===== src/rtl/az_pwm_sequencer.sv =====
// ---------------------------------------------------------------------------
// az_pwm_sequencer
//
// Generates the periodic autozero pulse for the end-of-column logic from the
// 27-bit AZ shadow word. The waveform is an optional one-shot delay followed
// by a repeating HIGH/LOW pattern. Timing fields are copied into active
// registers only at load points: a start, a SYNC, or a LOW-to-HIGH wrap.
// This means a JTAG update that lands mid-period cannot clip or stretch the
// pulse that is currently being generated.
//
// Ports
//   CLK          system clock (40 MHz); every count is in CLK cycles
//   RESET        asynchronous, active-low reset
//   ENABLE       run enable, level-sensitive
//   SYNC         single-cycle restart strobe, ignored while ENABLE=0
//   CONFIG[26:0] [4:0]=Ndelay, [12:5]=Nhigh, [26:13]=Nlow
//   AZ_PULSE     registered autozero pulse, high while in HIGH
//   PHASE[1:0]   00=IDLE 01=DELAY 10=HIGH 11=LOW
//   PERIOD_DONE  high during the final LOW cycle of each period
//   PULSE_CNT    completed HIGH phases, wraps modulo 256
// ---------------------------------------------------------------------------
module az_pwm_sequencer (
    input  logic        CLK,
    input  logic        RESET,
    input  logic        ENABLE,
    input  logic        SYNC,
    input  logic [26:0] CONFIG,
    output logic        AZ_PULSE,
    output logic [1:0]  PHASE,
    output logic        PERIOD_DONE,
    output logic [7:0]  PULSE_CNT
);

    typedef enum logic [1:0] {
        S_IDLE  = 2'b00,
        S_DELAY = 2'b01,
        S_HIGH  = 2'b10,
        S_LOW   = 2'b11
    } state_t;

    // Raw fields of the incoming shadow word
    logic [4:0]  cfg_ndelay;
    logic [7:0]  cfg_nhigh;
    logic [13:0] cfg_nlow;

    assign cfg_ndelay = CONFIG[4:0];
    assign cfg_nhigh  = CONFIG[12:5];
    assign cfg_nlow   = CONFIG[26:13];

    state_t      state_q, state_d;
    logic [13:0] cnt_q, cnt_d;
    logic [7:0]  nhigh_q, nhigh_d;
    logic [13:0] nlow_q, nlow_d;
    logic        az_q, az_d;
    logic        pd_q, pd_d;
    logic [7:0]  pcnt_q, pcnt_d;

    // LOW always lasts at least one cycle so a period is never zero-length.
    function automatic logic [13:0] low_load(input logic [13:0] nlow);
        return (nlow == 14'd0) ? 14'd0 : (nlow - 14'd1);
    endfunction

    // Counter value for the first cycle of HIGH.
    function automatic logic [13:0] high_load(input logic [7:0] nhigh);
        return {6'd0, nhigh} - 14'd1;
    endfunction

    // ------------------------------------------------------------------
    // Next-state logic
    //
    // The delay field is consumed only at the instant it would be
    // latched (start / SYNC), where it goes straight into the counter, so
    // no separate active copy of Ndelay is kept.
    // ------------------------------------------------------------------
    always_comb begin
        state_d = state_q;
        cnt_d   = cnt_q;
        nhigh_d = nhigh_q;
        nlow_d  = nlow_q;
        pcnt_d  = pcnt_q;

        if (!ENABLE) begin
            // Disable overrides everything; an in-flight pulse is
            // dropped without being counted.
            state_d = S_IDLE;
            cnt_d   = 14'd0;
        end else if (SYNC || (state_q == S_IDLE)) begin
            // Start or restart: take the whole word, then skip DELAY
            // and/or HIGH when their counts are zero.
            nhigh_d = cfg_nhigh;
            nlow_d  = cfg_nlow;
            if (cfg_ndelay != 5'd0) begin
                state_d = S_DELAY;
                cnt_d   = {9'd0, cfg_ndelay} - 14'd1;
            end else if (cfg_nhigh != 8'd0) begin
                state_d = S_HIGH;
                cnt_d   = high_load(cfg_nhigh);
            end else begin
                state_d = S_LOW;
                cnt_d   = low_load(cfg_nlow);
            end
        end else begin
            case (state_q)
                S_DELAY: begin
                    if (cnt_q == 14'd0) begin
                        if (nhigh_q != 8'd0) begin
                            state_d = S_HIGH;
                            cnt_d   = high_load(nhigh_q);
                        end else begin
                            state_d = S_LOW;
                            cnt_d   = low_load(nlow_q);
                        end
                    end else begin
                        cnt_d = cnt_q - 14'd1;
                    end
                end
                S_HIGH: begin
                    if (cnt_q == 14'd0) begin
                        state_d = S_LOW;
                        cnt_d   = low_load(nlow_q);
                        pcnt_d  = pcnt_q + 8'd1;
                    end else begin
                        cnt_d = cnt_q - 14'd1;
                    end
                end
                S_LOW: begin
                    if (cnt_q == 14'd0) begin
                        // Period boundary: pick up new high/low widths.
                        nhigh_d = cfg_nhigh;
                        nlow_d  = cfg_nlow;
                        if (cfg_nhigh != 8'd0) begin
                            state_d = S_HIGH;
                            cnt_d   = high_load(cfg_nhigh);
                        end else begin
                            state_d = S_LOW;
                            cnt_d   = low_load(cfg_nlow);
                        end
                    end else begin
                        cnt_d = cnt_q - 14'd1;
                    end
                end
                default: begin
                    state_d = S_IDLE;
                    cnt_d   = 14'd0;
                end
            endcase
        end

        // Outputs are registered from the next state so they line up
        // exactly with the phase they describe.
        az_d = (state_d == S_HIGH);
        pd_d = (state_d == S_LOW) && (cnt_d == 14'd0);
    end

    // ------------------------------------------------------------------
    // State registers
    // ------------------------------------------------------------------
    always_ff @(posedge CLK or negedge RESET) begin
        if (!RESET) begin
            state_q <= S_IDLE;
            cnt_q   <= 14'd0;
            nhigh_q <= 8'd0;
            nlow_q  <= 14'd0;
            az_q    <= 1'b0;
            pd_q    <= 1'b0;
            pcnt_q  <= 8'd0;
        end else begin
            state_q <= state_d;
            cnt_q   <= cnt_d;
            nhigh_q <= nhigh_d;
            nlow_q  <= nlow_d;
            az_q    <= az_d;
            pd_q    <= pd_d;
            pcnt_q  <= pcnt_d;
        end
    end

    assign AZ_PULSE    = az_q;
    assign PHASE       = state_q;
    assign PERIOD_DONE = pd_q;
    assign PULSE_CNT   = pcnt_q;

endmodule


===== config.mk =====
export PLATFORM = sky130hd
export DESIGN_NAME = az_pwm_sequencer
export DESIGN_NICKNAME = d
export VERILOG_FILES = /design/src/rtl/az_pwm_sequencer.sv
export SDC_FILE = /design/constraint.sdc
export NUM_CORES = 1
export LEC_CHECK = 0
export BUFFER_PORTS_ARGS = -buffer_cell sky130_fd_sc_hd__clkbuf_2
export CAP_MARGIN = 20
export CORE_MARGIN = 1.5
export CORE_UTILIZATION = 30
export DETAILED_ROUTE_END_ITERATION = 6
export GPL_ROUTABILITY_DRIVEN = 0
export PLACE_DENSITY_LB_ADDON = 0.2
export REMOVE_ABC_BUFFERS = 1
export SETUP_SLACK_MARGIN = 0.05
export SYNTH_ARGS = -nofsm -noshare
export SYNTH_HDL_FRONTEND = slang
export SYNTH_SLANG_ARGS = --single-unit

===== constraint.sdc =====
create_clock -name CLK -period 7.7 [get_ports CLK]
set_input_delay 1.54 -clock CLK [delete_from_list [all_inputs] [get_ports CLK]]
set_output_delay 1.54 -clock CLK [all_outputs]
set_load 0.02 [all_outputs]

After elaboration in Yosys (flattened, before gate mapping). Cells that the tools add are included. Widths: inputs -> output; s select.

Mux-type cells: 26. Bitwise logic cells: 1. Reductions and logical operators: 14. Equal/unequal tests: 5. Add/subtract/negate cells: 7.

Operators with widths (count): $mux 14 (13); $logic_not 14->1 (4); $pmux 14 s3 (1); $sub 14x1->14 const B (3); $mux 8 (3); $sub 8x1->9 const B (2); $reduce_bool 8->1 (2); $mux 2 (6); $add 8x1->8 const B (1); $eq 2x2->1 const B (4); $pmux 2 s3 (1); $sub 5x1->6 const B (1); $reduce_bool 5->1 (1); $reduce_and 4->1 (1); $reduce_bool 2->1 (2); $reduce_and 3->1 (1); $eq 2x1->1 const B (1); $logic_not 2->1 (1); $mux 1 (2); $logic_and 1x1->1 (1); $logic_or 1x1->1 (1); $not 1->1 (1).

Register bits: 48. Output and inout port bits: 12. Word-level logic and storage cells: 60. Bits of input ports: 31.

Logic depth before layout (Yosys ltp). Gate-level depths: netlist of run 1.

Depth in word-level cells: 9. Depth in mapped cells: 11. Gate-level depth less buffers: 10.

Least setup slack after synthesis of run 1. No wires, ideal clock.

Path kind: input port to flip-flop. Start: in CONFIG[5]. End: reg pd_q (netlist: PERIOD_DONE). Library setup time: 120 ps. Data required time: 7580 ps. Stages on the path: 11. Slack: 3914 ps. Buffers on the path: 1. Data arrival time: 3665 ps. Path through: inv_1 > ha_1 > or3b_2 > nor2_1 > o21ai_1 > clkbuf_1 > o221ai_1 > a21oi_1 > nor3b_1 > nor3_1 > and4_1.

Longest elaborated chain between the ends: 8. Elaborated cells on any way between the ends: 17. Classes of those cells: 1 x add/sub; 1 x eq/ne; 12 x mux; 3 x reduce/logical.

RTL lines: from (decl) (line 27) `input logic [26:0] CONFIG,`; $sub 8x1->9 / $reduce_bool 8->1 (equally long branches) (line 65, 95, 131); $mux 14 (*) (line 95, 131); $mux 14 (line 127) `if (cnt_q == 14'd0) begin`; $pmux 14 s3 (line 103) `case (state_q)`; $mux 14 (*) (line 87) `end else if (SYNC || (state_q == S_IDLE)) begin`; $mux 14 (*) (line 82) `if (!ENABLE) begin`; net cnt_d[7] (line 51) `logic [13:0] cnt_q, cnt_d;`; $logic_not 14->1 (*) (line 152) `pd_d = (state_d == S_LOW) && (cnt_d == 14'd0);`; $logic_and 1x1->1 (*) (line 152); net pd_d (line 55) `logic pd_q, pd_d;`; to (signal assigned) (line 173) `pd_q <= pd_d;`; to (decl) (line 55).

The timed path passes the listed nets; every way through them passes the cells marked *. A chain may end at the register's enable or synchronous reset.

Final worst setup path of run 1.
Start: in CONFIG[5]. End: reg pd_q (netlist: PERIOD_DONE).

Longest elaborated chain between the ends: 8. Elaborated cells on any way between the ends: 17. Classes of those cells: 1 x add/sub; 1 x eq/ne; 12 x mux; 3 x reduce/logical.

RTL lines (line): $sub 8x1->9 / $reduce_bool 8->1 (equally long branches) (65, 95, 131); $mux 14 / $mux 1 (equally long branches) (95, 131); $mux 14 / $mux 2 (equally long branches) (127); $pmux 14 s3 / $pmux 2 s3 (equally long branches) (103); $mux 14 / $mux 2 (equally long branches) (87); $mux 14 / $mux 2 (equally long branches) (82); $logic_not 14->1 / $eq 2x2->1 (equally long branches) (152); $logic_and 1x1->1 (*) (152); net pd_d (55).

Marked as above.

==> results of run 1 <==
==> registers in the layout (all words and copies together), names as in the netlist <==
name	cells
AZ_PULSE	1
nhigh_q	8
cnt_q	14
PULSE_CNT	8
nlow_q	14
PHASE	2
PERIOD_DONE	1
==> per-layer routing <==
metal  vias up  global-route usage, %  share of wire, %
li1       1907                      -                 -
met1      1945                   26.7                47
met2       156                   29.4                45
met3        14                   2.97               6.1
met4         0                   5.05               1.5
met5         -                      0                 0
==> path summary, 6_finish.rpt <==
| path | from | end | slack [ps] | cells after the start |
|---|---|---|---|---|
| worst max-delay path | CONFIG[5] | PERIOD_DONE | 3240 | 11 |
| worst min-delay path | PULSE_CNT[7] | PULSE_CNT[7] | 470 | 1 |
| worst max register to register | nlow_q[0] | PERIOD_DONE | 4160 | 10 |
| worst min register to register | PULSE_CNT[7] | PULSE_CNT[7] | 470 | 1 |
| max in group asynchronous | RESET | AZ_PULSE | 5920 | 2 |
| min in group asynchronous | RESET | nlow_q[11] | 1350 | 2 |
==> power by group <==
| part | switching (W) | internal (W) | leakage (nW) |
|---|---|---|---|
| combinational | 0.000147 | 0.0000933 | 1.11 |
| clock | 0.000102 | 0.000163 | 0.0871 |
| sequential | 0.0000425 | 0.000278 | 0.598 |
==> Yosys cell counts (3+ instances only) <==
master    number  area share, %
nor3b_1        8            1.5
o211ai_1       5           0.93
inv_1         22            2.0
o221ai_1       7            1.5
mux2_2         7            2.0
a211oi_1       3           0.56
nor4_2         3           0.93
nor4_1        20            3.1
o31a_1         6            1.3
o21ai_0       25            3.1
nor4b_1        3           0.65
clkbuf_1      23            2.1
xor2_1        16            3.5
dfrtp_1       48             30
xnor2_1       19            4.1
nand4_1        5           0.78
nor2_1        36            3.4
a21oi_1       19            2.4
o22ai_1        3           0.47
nand2b_1       4           0.62
nand3_1       13            1.6
a31oi_1       10            1.6
or3_1         11            1.7
o21a_1         4           0.74
or4_1         12            2.2
mux2_1        13            3.6
and2_1         3           0.47
ha_1           8            2.5
mux2i_1        4           0.99
o21ai_1        8           0.99
o31ai_1        4           0.74
nand3b_1       3           0.56
nand2_1       35            3.3
a21o_1         5           0.93
nor2b_1        5           0.78
nor3_1        31            3.8
==> metrics by stage <==
step	total power, W	hold WS [ps]	area [sq um]
after floorplan	0.000468	492	3940
after global placement	0.000558	457	4370
after detailed placement	0.000558	465	4370
after CTS	0.000830	474	4550
after global routing	0.000872	504	4570
final	0.000825	467	4570
==> cells by family after synthesis <==
kind of cell / after synthesis
AO/OA/AOI/OAI: 123
multiplexers: 24
adder cells (fa/ha/maj): 8
buffers and inverters: 46
AND/OR/NAND/NOR: 205
flip-flops: 48
XOR/XNOR: 35
==> cell usage in the layout (no fill, tap or decap), types with 10 or more instances in the layout <==
cell type  netlist  final
clkbuf_2         0     42
inv_1           22     22
dfrtp_1         48     48
nand2_1         35     35
a21oi_1         19     19
nor2_1          36     36
or4_1           12     12
mux2_1          13     13
or3_1           11     11
nor4_1          20     20
o21ai_0         25     25
nand3_1         13     13
nor3_1          31     31
a31oi_1         10     10
xor2_1          16     16
xnor2_1         19     19
==> area by class of cell <==
class                           instances  area share [%]
Inverter                               22            1.81
Clock inverter                          2           0.849
Timing Repair Buffer                   45            5.20
Sequential cell                        48            26.3
Clock buffer                            6            3.04
Tap cell                              176            4.82
Multi-Input combinational cell        395            58.0
==> results by group, run 1 <==
Clock tree
  – CTS tree: yes
  – Worst-Skew Late Latency: 300 ps
  – Setup bufs post-CTS: 0
  – PostCTS Resize Cnt: 0
  – Post-CTS Hold Buffers: 0
  – Clock Tree Buf Depth: 2
  – Root Driver: clkbuf_16
  – CTS sink cnt: 48
  – Clock transition at the registers of the reported paths: 70 ps
  – CTS Buf Count: 5
  – CTS H-tree depth: 2

Run status
  – Outcome: completed

Worst setup path
  – Crit path buf inv count: 2
  – Crit path max-delay cell type: nor2_1
  – Critical path's top delay family: compound AO/OA/AOI/OAI gates
  – Critical path arrival: 4650 ps
  – CP required: 7890 ps
  – CP Capture Type: flip-flop
  – Worst-path cell chain: clkbuf_2 -> inv_1 -> ha_1 -> or3b_2 -> nor2_1 -> o21ai_1 -> o22ai_1 -> o21a_1 -> nor3_1 -> o31a_1 -> and4_1
  – CP Class: in2reg
  – Startpoint types: input pin
  – Critical-path maximum fanout: 11
  – Worst path max stage delay: 490 ps

Synth
  – Ys flop type: dfrtp_1
  – Post-synthesis mux area share: 6.58%
  – Synth Register Bits: 48
  – Compound-Gate Fraction of Synth Area: 20.8%
  – Largest family of logic cells by synthesized area: simple AND/OR/NAND/NOR gates
  – Post-synth ARST share: 100%
  – Simple-gate share of the synthesized area: 28.3%
  – Seq/Total Area, Yosys: 29.8%
  – Cell area after synthesis: 4030 sq um
  – Post-Syn Instances: 489
  – Adder-cell share of the synthesized area: 2.48%
  – Synth Area per Inst: 8.25 sq um
  – XOR/XNOR share of the synthesized area: 7.60%
  – Netlist cell types: 63
  – EDFF count, synth: 0
  – Yosys Warn Count: 0

Finish
  – Register area: 1200 sq um
  – Layout cells sized above 1: 13.9%
  – P&R area growth vs syn: 13.3%
  – Filler cells: 1428
  – Area of the multi-input gates: 2650 sq um
  – Nets@finish: 556
  – Final Util: 34.7%
  – Diode count: 0
  – Final cell count without fillers: 694

Global route
  – Initial antenna violation count: 0
  – Global-route wire length before repair: 20600 um
  – Total gr overflow: 0
  – Largest net degree at the start of global routing: 49
  – GRT Total Usage: 18.7%
  – Vias in the first global route: 3624

Route
  – Drt wl/cell: 18.8 um
  – Initial DRC count: 310
  – Vias per Instance: 5.80
  – Number of routed nets with antenna violations: 0
  – Remaining DRCs: 0
  – Via count: 4022
  – Final WL: 13100 um
  – Drt pass-1 iters: 5

Timing
  – Worst Tran Pin Value: 874 ps
  – Final-report setup violation count: 0
  – Fin. Hold Viols: 0
  – Crit share post-route: 57.9%
  – Max frequency: 224 MHz
  – Clock Skews: 3.94 ps
  – Slew Limit Headroom: 41.6%
  – Fin Setup TNS: 0 ps
  – Slew Limit Fails: 0
  – PnR worst setup slack: 3240 ps
  – Setup repair after global routing missed its margin: false
  – Min Tclk post-route: 4460 ps

Floorplan
  – Starting Density: 30.6%
  – I/O pin cnt: 43
  – DIE HEIGHT: 119 um
  – Die area: 14100 sq um
  – Core area: 13200 sq um
  – Row count: 42
  – Die width: 119 um

Placed design
  – Hpwl dp: 10100 um
  – DP Worst Slack: 2990 ps
  – PortBufs: 42
  – Placed Instances: 684

Pwr
  – PD cells: 180 nW/um^2
  – Peak supply drop: 87.4 uV
  – Leakage: 1.79 nW

Hold path
  – Hold WC Path Type: reg2reg

Run
  – Max-cap violations: 0
(Power assumes the default switching activity.)
==> run 2: changes to the inputs <==
Clock period 7.7 ns to 4.4 ns, I/O delays scaled along.
==> run 2 against run 1 <==
Sequential power up 74%. Via count about the same. Register-to-register slack lost 3100 ps. Core utilization rose by 0.43 points. Die area unchanged. Design area rose by 1.2%. Clock skew rose by 4.4 ps. Final cell count up 0.86%. Largest power group unchanged.
==> results by group, run 2 (synthesis gave the netlist of run 1 again) <==
Worst setup path
  – Crit path buf inv count: 2
  – R2R depth: 10
  – CP Capture Type: flip-flop
  – Crit path max-delay cell type: o21ai_1
  – Worst-path cell chain: clkbuf_2 -> inv_1 -> ha_1 -> nor4b_1 -> nand2_1 -> o21ai_1 -> o21ai_0 -> a21o_1 -> o221ai_1 -> o31a_1 -> and4_1
  – CP required: 4640 ps
  – Worst path max stage delay: 580 ps
  – Critical path's top delay family: compound AO/OA/AOI/OAI gates
  – Flop2flop setup slack: 1090 ps
  – RR Endpoint: PERIOD_DONE
  – Reg2Reg Launch Point: nlow_q[0]
  – Critical-path maximum fanout: 11
  – CP Class: in2reg
  – Startpoint types: input pin
  – Critical path arrival: 3680 ps

Timing
  – Fin Setup TNS: 0 ps
  – Setup repair after global routing missed its margin: false
  – Final-report setup violation count: 0
  – Crit share post-route: 78.2%
  – Clock Skews: 8.36 ps
  – Slew Limit Headroom: 31.8%
  – Min Tclk post-route: 3440 ps
  – Worst Tran Pin Value: 1020 ps
  – Max frequency: 291 MHz
  – Fin. Hold Viols: 0
  – Slew Limit Fails: 0

Route
  – Final WL: 13200 um
  – Remaining DRCs: 0
  – Drt pass-1 iters: 5
  – Number of routed nets with antenna violations: 0
  – Initial DRC count: 342
  – Drt wl/cell: 18.8 um
  – Via count: 4026
  – Vias per Instance: 5.75

Clock tree
  – PostCTS Resize Cnt: 0
  – Clock transition at the registers of the reported paths: 70 ps
  – CTS tree: yes
  – Root Driver: clkbuf_16
  – Clock Tree Buf Depth: 2
  – CTS sink cnt: 48
  – CTS H-tree depth: 2
  – Post-CTS Hold Buffers: 0
  – CTS Buf Count: 5
  – Worst-Skew Late Latency: 310 ps
  – Setup bufs post-CTS: 0

Global route
  – Global-route wire length before repair: 21200 um
  – Total gr overflow: 0
  – Initial antenna violation count: 0
  – Largest net degree at the start of global routing: 49
  – Vias in the first global route: 3817
  – GRT Total Usage: 19.2%

Hold path
  – Hold Path Sink: PULSE_CNT[7]
  – Hold WC Path Type: reg2reg
  – Hold Startpoint: PULSE_CNT[7]
  – Hold Path Cell Cnt: 1

Finish
  – Commonest cells after routing, fill and taps aside: dfrtp_1 (48), clkbuf_2 (42), nor2_1 (36)
  – Nets@finish: 562
  – Largest registers: cnt_q: 14 flops, nlow_q: 14 flops
  – Diode count: 0
  – Commonest non-fill, non-tap cell in the layout: dfrtp_1
  – Layout cells sized above 1: 14.9%
  – Filler cells: 1395
  – Final cell count without fillers: 700
  – Final Util: 35.1%
  – P&R area growth vs syn: 14.7%

Floorplan
  – Row count: 42
  – DIE HEIGHT: 119 um
  – Die area: 14100 sq um
  – Core area: 13200 sq um
  – Starting Density: 30.6%
  – I/O pin cnt: 43
  – Die width: 119 um

Placed design
  – PortBufs: 42
  – Hpwl dp: 10300 um
  – Placed Instances: 692

Pwr
  – Leakage: 1.83 nW
  – PD cells: 323 nW/um^2
  – Peak supply drop: 204 uV

Run
  – Max-cap violations: 0

Run status
  – Outcome: completed
## run 2: final cells by class
| class | count | area, sq um | share of cell area, % |
|---|---|---|---|
| Inverter | 22 | 82.6 | 1.78 |
| Clock inverter | 3 | 68.8 | 1.49 |
| Sequential cell | 48 | 1200 | 26.0 |
| Tap cell | 176 | 220 | 4.76 |
| Multi-Input combinational cell | 395 | 2650 | 57.3 |
| Clock buffer | 5 | 125 | 2.70 |
| Timing Repair Buffer | 51 | 278 | 6.00 |
## run 2: report_power, final
group / switching (W) / total, W / internal [W]
Sequential: 0.0000714 / 0.000557 / 0.000486
Combinational: 0.000262 / 0.000428 / 0.000166
Clock: 0.000182 / 0.000510 / 0.000328
## run 2: worst max path at each step
| stage | start | endpoint | cells after the start |
|---|---|---|---|
| final | CONFIG[13] | PERIOD_DONE | 11 |
| after global routing | CONFIG[13] | PERIOD_DONE | 11 |
| after CTS | CONFIG[13] | PERIOD_DONE | 11 |
| after detailed placement | CONFIG[0] | PERIOD_DONE | 11 |
| after global placement | CONFIG[0] | PERIOD_DONE | 11 |
| after floorplan | CONFIG[5] | PERIOD_DONE | 10 |
## run 2: routing by layer
| layer | global-route usage, % | vias to the layer above | share of wire, % |
|---|---|---|---|
| li1 | - | 1928 | - |
| met1 | 27.0 | 1913 | 47 |
| met2 | 28.6 | 159 | 43 |
| met3 | 4.31 | 26 | 6.4 |
| met4 | 7.53 | 0 | 3.1 |
| met5 | 0 | - | 0 |
## run 2: metrics by stage
stage                     total power, W  hold WS (ps)  worst slack, ps  area (sq um)
after global placement          0.000983           458              825          4430
after CTS                        0.00151           478             1010          4630
after global routing             0.00158           506              645          4630
final                            0.00150           477              960          4630
after floorplan                 0.000820           492             1260          3940
after detailed placement        0.000985           465              713          4430
==> run 3: changes to the inputs <==
Clock period 4.4 ns to 2.9 ns, I/O delays scaled along.
==> run 3 against run 2 <==
Flip-flop and latch count did not move. Combinational power rose by 110%. Register-to-register slack got worse by 1000 ps. Core utilization rose by 6.8 points. Power rose by 61%. Clock power rose by 38%. Routed wire length rose by 6.7%. Setup slack got worse by 900 ps. Hold slack got worse by 86 ps.
==> results by group, run 3 (synthesis gave the netlist of run 1 again) <==
Route
  – Drt pass-1 iters: 5
  – Drt wl/cell: 17.5 um
  – Vias per Instance: 5.44
  – Via count: 4360
  – Initial DRC count: 384
  – Final WL: 14000 um
  – Remaining DRCs: 0
  – Number of routed nets with antenna violations: 0

Finish
  – Register area: 1200 sq um
  – Diode count: 0
  – Area of the multi-input gates: 2790 sq um
  – Commonest cells after routing, fill and taps aside: buf_4 (107), dfrtp_1 (48), clkbuf_2 (42)
  – Largest registers: cnt_q: 14 flops, nlow_q: 14 flops
  – P&R area growth vs syn: 37.0%
  – Nets@finish: 663
  – Commonest non-fill, non-tap cell in the layout: buf_4
  – Filler cells: 1364
  – Layout cells sized above 1: 32.5%
  – Final cell count without fillers: 801

Timing
  – Slew Limit Fails: 0
  – Slew Limit Headroom: 57.1%
  – Hold WS: 391 ps
  – Fin. Hold Viols: 0
  – Min Tclk post-route: 2840 ps
  – Setup repair after global routing missed its margin: true
  – Clock Skews: 6.23 ps
  – Final-report setup violation count: 0
  – Crit share post-route: 98.0%
  – Max frequency: 352 MHz
  – Worst Tran Pin Value: 643 ps

Worst setup path
  – Critical-path maximum fanout: 4
  – Crit path max-delay cell type: a311o_2
  – Startpoint types: flip-flop
  – Worst path max stage delay: 490 ps
  – Worst-path cell chain: inv_1 -> ha_2 -> or4b_4 -> nand3b_1 -> a311o_2 -> buf_6 -> or3_4 -> a31oi_4 -> nor4_1 -> and4_1
  – CP Capture Type: flip-flop
  – Critical path's top delay family: simple AND/OR/NAND/NOR gates
  – Critical path arrival: 3030 ps
  – Crit path buf inv count: 2
  – CP Class: reg2reg
  – CP required: 3090 ps

Global route
  – Largest net degree at the start of global routing: 49
  – Vias in the first global route: 4271
  – Met2 usage in global routing: 32.8%
  – GR Util met3: 3.45%
  – GRT Total Usage: 20.2%
  – Met1 Track Usage GR: 27.2%
  – Total gr overflow: 0
  – Global-route wire length before repair: 22400 um
  – Initial antenna violation count: 0
  – Top Usage Layer GRT: met2

Clock tree
  – Post-CTS Hold Buffers: 0
  – Clock transition at the registers of the reported paths: 70 ps
  – Clock Tree Buf Depth: 2
  – Root Driver: clkbuf_16
  – CTS H-tree depth: 2
  – CTS tree: yes
  – Worst-Skew Late Latency: 300 ps
  – CTS sink cnt: 48
  – CTS Buf Count: 5

Floorplan
  – Die width: 119 um
  – Starting Density: 30.6%
  – I/O pin cnt: 43
  – Row count: 42
  – Core area: 13200 sq um
  – Die area: 14100 sq um
  – DIE HEIGHT: 119 um

Hold path
  – Hold WC Path Type: in2async

Placed design
  – Hpwl dp: 11100 um
  – Placed Instances: 784
  – PortBufs: 42

Pwr
  – Peak supply drop: 190 uV
  – PD cells: 435 nW/um^2
  – Leakage: 2.35 nW

Run status
  – Outcome: completed

Run
  – Max-cap violations: 0
run 3: changes by cell type in the layout (fill, tap and decap cells not counted), moves of 3 or more:
cell | before | now
buf_4 | 9 | 107
a21oi_1 | 19 | 16
a21oi_2 | 0 | 3
nor3_1 | 31 | 28
nor3_2 | 0 | 3
or4_1 | 12 | 9
or4_4 | 0 | 3
run 3: routing by layer:
layer	vias up	part of all wire (%)
met4	0	2.6
met5	-	0
li1	2115	-
met2	174	46
met1	2042	45
met3	29	6.1
run 3: layout make-up:
class                           instances  share of cell area, %
Tap cell                              176                   3.99
Sequential cell                        48                   21.7
Clock buffer                            6                   2.51
Inverter                               22                   1.49
Clock inverter                          2                  0.702
Timing Repair Buffer                  152                   19.1
Multi-Input combinational cell        395                   50.5
run 3: final timing paths:
path,cells past startpoint,to,startpoint,slack (ps)
max,10,PERIOD_DONE,nhigh_q[0],60
min,2,nlow_q[12],RESET,390
max reg2reg,10,PERIOD_DONE,nhigh_q[0],60
min reg2reg,1,PULSE_CNT[7],PULSE_CNT[7],470
max in group asynchronous,2,nhigh_q[7],RESET,2080
min in group CLK,1,PULSE_CNT[7],PULSE_CNT[7],470
run 3: report_power, final:
group	leakage [nW]	internal, W	total [W]	switching, W
Combinational	1.66	0.000410	0.000892	0.000482
Clock	0.0871	0.000432	0.000702	0.000269
Sequential	0.598	0.000737	0.000812	0.0000746
Total	2.35	0.00158	0.00241	0.000826
run 3: worst reg2reg max path: stages, from the launching register on:
cell	delay, ps
dfrtp_1	380
inv_1	60
ha_2	170
or4b_4	460
nand3b_1	210
a311o_2	490
buf_6	150
or3_4	390
a31oi_4	190
nor4_1	80
and4_1	170
run 3: what timing repair did:
action	4_1_cts	5_1_grt
setup buffers	6	3
setup endpoints to repair	1	2
cloned	0	0
pin swaps	11	6
gates resized for setup	5	24
run 3: through the flow:
stage	power [W]	setup WS (ps)	util (%)	TNS (ps)	instance area, sq um
2_1_floorplan	0.00124	-69.1	-	-69.1	3940
3_3_place_gp	0.00165	-41.9	38.9	-41.9	5140
3_5_place_dp	0.00166	-159	38.9	-159	5140
4_1_cts	0.00238	57.2	40.8	0	5390
5_1_grt	0.00254	-30.1	41.9	-30.1	5530
6_report	0.00241	59.4	41.9	0	5530
